`config.mk`:
```
export PLATFORM = sky130hd
export DESIGN_NAME = dmem_access_unit_flat
export DESIGN_NICKNAME = d
export VERILOG_FILES = /design/src/rtl/dmem_access_unit_if.sv /design/src/rtl/dmem_access_unit.sv /design/src/flat_wrapper.sv
export SDC_FILE = /design/constraint.sdc
export NUM_CORES = 1
export LEC_CHECK = 0
export CAP_MARGIN = 20
export CORE_MARGIN = 5
export CORE_UTILIZATION = 30
export CTS_CLUSTER_SIZE = 30
export DETAILED_ROUTE_END_ITERATION = 8
export PLACE_DENSITY = 0.71
export SYNTH_ARGS = -nofsm -noshare
export SYNTH_HDL_FRONTEND = slang
export SYNTH_SLANG_ARGS = --single-unit
```
`constraint.sdc`:
```
create_clock -name clk -period 3.1 [get_ports clk]
set_input_delay 0.62 -clock clk [delete_from_list [all_inputs] [get_ports clk]]
set_output_delay 0.62 -clock clk [all_outputs]
set_load 0.01 [all_outputs]
```
`src/rtl/dmem_access_unit_if.sv`:
```
// dmem_access_unit_if: memory-side request/response bus of the data-memory access unit
interface dmem_access_unit_if;
    logic        mem_req;
    logic        mem_we;
    logic [31:0] mem_addr;
    logic [3:0]  mem_wstrb;
    logic [31:0] mem_wdata;
    logic        mem_ready;
    logic [31:0] mem_rdata;
    modport master (
        output mem_req, mem_we, mem_addr, mem_wstrb, mem_wdata,
        input  mem_ready, mem_rdata
    );
    modport slave (
        input  mem_req, mem_we, mem_addr, mem_wstrb, mem_wdata,
        output mem_ready, mem_rdata
    );
endinterface

```
`src/rtl/dmem_access_unit.sv`:
```
// dmem_access_unit: RV32I load/store sequencer with alignment check; DMEM_TIMEOUT_EN adds a ready timeout
module dmem_access_unit #(
    parameter int unsigned TIMEOUT_CYCLES = 255
) (
    input  logic               clk,
    input  logic               rst_n,
    input  logic               ld_en,
    input  logic               st_en,
    input  logic [2:0]         func3,
    input  logic [31:0]        addr,
    input  logic [31:0]        wdata,
    output logic               stall,
    output logic               done,
    output logic               err,
    output logic [31:0]        ld_data,
    dmem_access_unit_if.master mem
);
    typedef enum logic [1:0] {IDLE, ACCESS, DONE} state_t;
    state_t      state;
    logic        is_ld;
    logic [1:0]  off;
    logic        is_h;
    logic        is_w;
    logic        misaligned;
    logic [3:0]  strb;
    logic [31:0] wdat;
`ifdef DMEM_TIMEOUT_EN
    logic [15:0] cnt;
`endif

    if (TIMEOUT_CYCLES < 1 || TIMEOUT_CYCLES > 65535) begin : g_bad_timeout
        $error("TIMEOUT_CYCLES must lie in 1..65535");
    end

    // decode width class, alignment and store lane placement of the incoming request
    always_comb begin
        is_h       = func3 == 3'b001 || func3 == 3'b101;
        is_w       = func3 == 3'b010;
        misaligned = (is_h && addr[0]) || (is_w && addr[1:0] != 2'b00);
        strb       = ld_en ? 4'b0000 : is_w ? 4'b1111 : is_h ? 4'b0011 << addr[1:0] : 4'b0001 << addr[1:0];
        wdat       = is_w ? wdata : is_h ? {2{wdata[15:0]}} : {4{wdata[7:0]}};
    end

    // freeze the core while a request waits for acceptance or the bus access is in flight
    assign stall = rst_n && ((state == IDLE && (ld_en || st_en)) || state == ACCESS);

    // request sequencer: latch on acceptance, run the bus access, pulse done for one cycle
    always_ff @(posedge clk or negedge rst_n) begin
        if (!rst_n) begin
            state         <= IDLE;
            is_ld         <= 1'b0;
            off           <= 2'b00;
            done          <= 1'b0;
            err           <= 1'b0;
            ld_data       <= 32'd0;
            mem.mem_req   <= 1'b0;
            mem.mem_we    <= 1'b0;
            mem.mem_addr  <= 32'd0;
            mem.mem_wstrb <= 4'b0000;
            mem.mem_wdata <= 32'd0;
`ifdef DMEM_TIMEOUT_EN
            cnt           <= 16'd0;
`endif
        end else begin
            done <= 1'b0;
            err  <= 1'b0;
            case (state)
                IDLE: if (ld_en || st_en) begin
                    is_ld        <= ld_en;
                    off          <= addr[1:0];
                    mem.mem_addr <= {addr[31:2], 2'b00};
                    if (misaligned) begin
                        state <= DONE;
                        done  <= 1'b1;
                        err   <= 1'b1;
                    end else begin
                        state         <= ACCESS;
                        mem.mem_req   <= 1'b1;
                        mem.mem_we    <= !ld_en;
                        mem.mem_wstrb <= strb;
                        mem.mem_wdata <= wdat;
`ifdef DMEM_TIMEOUT_EN
                        cnt           <= 16'd0;
`endif
                    end
                end
                ACCESS: begin
                    if (mem.mem_ready) begin
                        state         <= DONE;
                        done          <= 1'b1;
                        mem.mem_req   <= 1'b0;
                        mem.mem_we    <= 1'b0;
                        mem.mem_wstrb <= 4'b0000;
                        if (is_ld)
                            ld_data <= mem.mem_rdata >> {off, 3'b000};
                    end
`ifdef DMEM_TIMEOUT_EN
                    else if (cnt == 16'(TIMEOUT_CYCLES - 1)) begin
                        state         <= DONE;
                        done          <= 1'b1;
                        err           <= 1'b1;
                        mem.mem_req   <= 1'b0;
                        mem.mem_we    <= 1'b0;
                        mem.mem_wstrb <= 4'b0000;
                    end else
                        cnt <= cnt + 16'd1;
`endif
                end
                default: state <= IDLE;
            endcase
        end
    end
endmodule
```
`src/flat_wrapper.sv`:
```
// flat-port wrapper written by rule: the top's interface ports become plain ports
module dmem_access_unit_flat 
#(
    parameter int unsigned TIMEOUT_CYCLES = 255
)
  (clk, rst_n, ld_en, st_en, func3, addr, wdata, stall, done, err, ld_data, mem_mem_req, mem_mem_we, mem_mem_addr, mem_mem_wstrb, mem_mem_wdata, mem_mem_ready, mem_mem_rdata);
  dmem_access_unit_if mem_i ();
  input  logic clk;
  input  logic rst_n;
  input  logic ld_en;
  input  logic st_en;
  input  logic [2:0] func3;
  input  logic [31:0] addr;
  input  logic [31:0] wdata;
  output logic stall;
  output logic done;
  output logic err;
  output logic [31:0] ld_data;
  output wire logic [$bits(mem_i.mem_req)-1:0] mem_mem_req;
  output wire logic [$bits(mem_i.mem_we)-1:0] mem_mem_we;
  output wire logic [$bits(mem_i.mem_addr)-1:0] mem_mem_addr;
  output wire logic [$bits(mem_i.mem_wstrb)-1:0] mem_mem_wstrb;
  output wire logic [$bits(mem_i.mem_wdata)-1:0] mem_mem_wdata;
  input wire logic [$bits(mem_i.mem_ready)-1:0] mem_mem_ready;
  input wire logic [$bits(mem_i.mem_rdata)-1:0] mem_mem_rdata;
  assign mem_mem_req = mem_i.mem_req;
  assign mem_mem_we = mem_i.mem_we;
  assign mem_mem_addr = mem_i.mem_addr;
  assign mem_mem_wstrb = mem_i.mem_wstrb;
  assign mem_mem_wdata = mem_i.mem_wdata;
  assign mem_i.mem_ready = mem_mem_ready;
  assign mem_i.mem_rdata = mem_mem_rdata;
  dmem_access_unit #(.TIMEOUT_CYCLES(TIMEOUT_CYCLES)) u_core (.clk(clk), .rst_n(rst_n), .ld_en(ld_en), .st_en(st_en), .func3(func3), .addr(addr), .wdata(wdata), .stall(stall), .done(done), .err(err), .ld_data(ld_data), .mem(mem_i));
endmodule
```
==> flow_summary.yaml <==
floorplan:
  die_area_mm2: 0.0200
  ios: 209
  coreArea_mm2: 0.0171
  initial_core_util_pct: 30.3
  die_h_um: 141
  die_w_um: 141
  fp-row-count: 48
yosys:
  synth_adder_area_share_pct: 0
  synth.largest_area_cell: "dfrtp_1"
  synth_flop_cell: "dfrtp_1"
  synthArstFlopShare_pct: 100
  synth_edf_count: 0
  synth_top_cells_by_area: "dfrtp_1, nand2_1, mux2_4, mux2i_1, mux2_2"
  ys_warn_count: 0
  synthMuxAreaShare_pct: 22.9
  synth_most_common_cell: "nand2_1"
  synth-seq-cells: 107
  synth_compound_area_share_pct: 7.70
  synth.avg_cell_area_um2: 11.1
  synth_area_mm2: 0.00518
  synth_top_family_by_area: "multiplexers"
  yosys.area_share.simple_pct: 13.6
  synthTopCellsByCount: "nand2_1, dfrtp_1, mux2i_1, mux2_4, mux2_2"
  synth_top_area_share_pct: 51.7
  synth_seq_area_share_pct: 51.7
  yosysUniqueCellTypes: 38
  synthCells: 469
  synth_xor_xnor_area_share_pct: 0
timing:
  finalHoldViolations: 0
  fin_setup_tns_ps: 0
  drv_slew: 0
  skew_ps: 7.00
  finalCritPeriodShare_pct: 85.2
  max_slew_margin_pct: 46.8
  tightest_slew_ps: 796
  setup_viol: 0
  min_period_ps: 2640
  rsz0062_at_grt: "no"
  fmax_ghz: 0.379
pwr:
  p_total_uw: 7260
  ir_drop_uv: 413
  power.density_mw_per_mm2: 933
  leakage_uw: 0.00345
setup_path:
  crit_buf_inv: 2
  cp_slowest_cell: "clkdlybuf4s50_1"
  critical_path.max_fanout: 4
  critPathTopFamily: "buffers and inverters"
  critPathArrivalTime_ps: 2020
  worst_r2r_path_depth: 4
  worstPathRequired_ps: 2480
  rrSetupSlack_ps: 1030
  r2r-end: "u_core.ld_data[16]$_DFFE_PN0P_"
  path_cells: "clkdlybuf4s50_1 -> o21a_1 -> o21a_1 -> clkdlybuf4s50_1"
  worst-setup-path-type: "primary input to output port"
  critPathCaptureType: "output port"
  worstReg2RegStart: "u_core.state[1]$_DFFE_PN0P_"
  slowest_delay_ps: 570
  cp-start-kind: "primary input"
clock_network:
  cts.sinks: 107
  clk_path_buf_depth: 2
  ctsResizeCount: 0
  cts_tree: "yes"
  cts-hold-fix-buffers: 0
  cts_root_buf: "clkbuf_16"
  cts.clk_slew.worst_paths_ps: 60
  cts_buffers: 9
  h-tree-depth: 3
  clk-insertion-delay-late_ps: 350
  cts_post_setup_buffers_inserted: 0
place:
  post-dp-hpwl_mm: 11.2
  place_congestion: 0.806
  place_area_mm2: 0.00748
  port_buffers: 206
layout:
  layout-drive-gt1-share_pct: 14.1
  fin_nets: 778
  area_growth_pct: 50.2
  stdcell_area_mm2: 0.00778
  diodes: 0
route:
  vias: 4064
  routedWlPerCell_um: 16.7
  drt_iter0_markers: 119
  routed_wl_mm: 15.1
  drtAntennaViolNets: 0
  drc: 0
  dr.pass1.iters: 5
  viasPerCell: 4.50
global_route:
  track_usage_pct: 14.9
  antenna_found_initial: 0
  grt_pass1_vias: 4091
  grt_pass1_wl_mm: 23.3
  grt_max_degree: 58
  grt-ovfl-total: 0
worst_hold_path:
  hold_path_class: "primary input to asynchronous set/reset pin"
run:
  max_cap_violations: 0
run_status:
  status: "finished clean"
==> cell families (layout without fill, tap and decap cells) <==
group / count (synthesis) / in the layout
compound gates: 65 / 65
buf+inv: 33 / 242
simple gates: 163 / 163
other cells: 1 / 2
mux: 100 / 100
flops: 107 / 107
==> through the flow <==
stage / worst slack [ps] / instances / hold slack [ps] / util [%]
2_1_floorplan: 1140 / 470 / 324 / -
5_1_grt: 419 / 904 / 494 / 45.5
6_report: 460 / 904 / 425 / 45.5
3_3_place_gp: 353 / 888 / 456 / 43.7
3_5_place_dp: 291 / 888 / 462 / 43.7
4_1_cts: 457 / 904 / 445 / 45.5
==> cell type report <==
cell class / count / area [um2]
flip-flops and latches: 107 / 2680
clock inverters: 3 / 46.3
repair buffers: 223 / 2200
fillers: 1623 / 9330
inverters: 3 / 11.3
multi-input cells: 330 / 2310
clock buffers: 13 / 260
well taps: 225 / 282
==> worst max-delay path by stage <==
stage          cells past startpoint     start                                   end
3_3_place_gp                       6   addr[0]  u_core.mem.mem_wdata[30]$_DFFE_PN0P_
3_5_place_dp                       6   addr[0]  u_core.mem.mem_wdata[20]$_DFFE_PN0P_
5_1_grt                            4     st_en                                 stall
2_1_floorplan                      6  func3[1]   u_core.mem.mem_wdata[0]$_DFFE_PN0P_
6_report                           4     ld_en                                 stall
4_1_cts                            4     ld_en                                 stall
==> state kept, by name, summed over array words and instances, names as in the netlist <==
name and count:
u_core.mem.mem_req 1, u_core.off 2, u_core.ld_data 32, u_core.is_ld 1
u_core.mem.mem_wstrb 4, u_core.done 1, u_core.mem.mem_we 1, u_core.state 2
u_core.mem.mem_addr 30, u_core.mem.mem_wdata 32, u_core.err 1
==> cell usage in the layout, fill, tap and decap left out, types with 2 or more instances in the layout <==
| cell | count |
|---|---|
| o21ai_0 | 21 |
| clkbuf_1 | 2 |
| o21a_1 | 2 |
| dfrtp_1 | 107 |
| nand2b_1 | 4 |
| mux2_4 | 29 |
| nor2_1 | 10 |
| a211oi_1 | 8 |
| conb_1 | 2 |
| clkbuf_16 | 9 |
| a21oi_1 | 20 |
| clkbuf_8 | 2 |
| mux2_1 | 8 |
| buf_4 | 17 |
| inv_1 | 2 |
| clkdlybuf4s50_1 | 205 |
| nand2_1 | 130 |
| o21ai_4 | 2 |
| o31ai_1 | 8 |
| mux2i_1 | 39 |
| mux2_2 | 24 |
| nor2b_1 | 10 |
==> metal layers <==
layer / share of wire (%) / wire length (um) / GRT usage, % / up-vias
met5: 0 / 0 / 0 / -
met4: 1.5 / 227 / 4.90 / 0
met3: 7.7 / 1150 / 4.65 / 14
met2: 47 / 7020 / 23.5 / 143
met1: 44 / 6670 / 19.6 / 1916
li1: - / - / - / 1991
==> where the power goes <==
group / internal, uW / switching (uW) / total [uW] / leakage (uW)
Clock: 674 / 516 / 1190 / 0.000146
Sequential: 2050 / 379 / 2420 / 0.00131
Combinational: 2030 / 1620 / 3650 / 0.00199
Note: power is estimated with default switching activity, not from simulation.
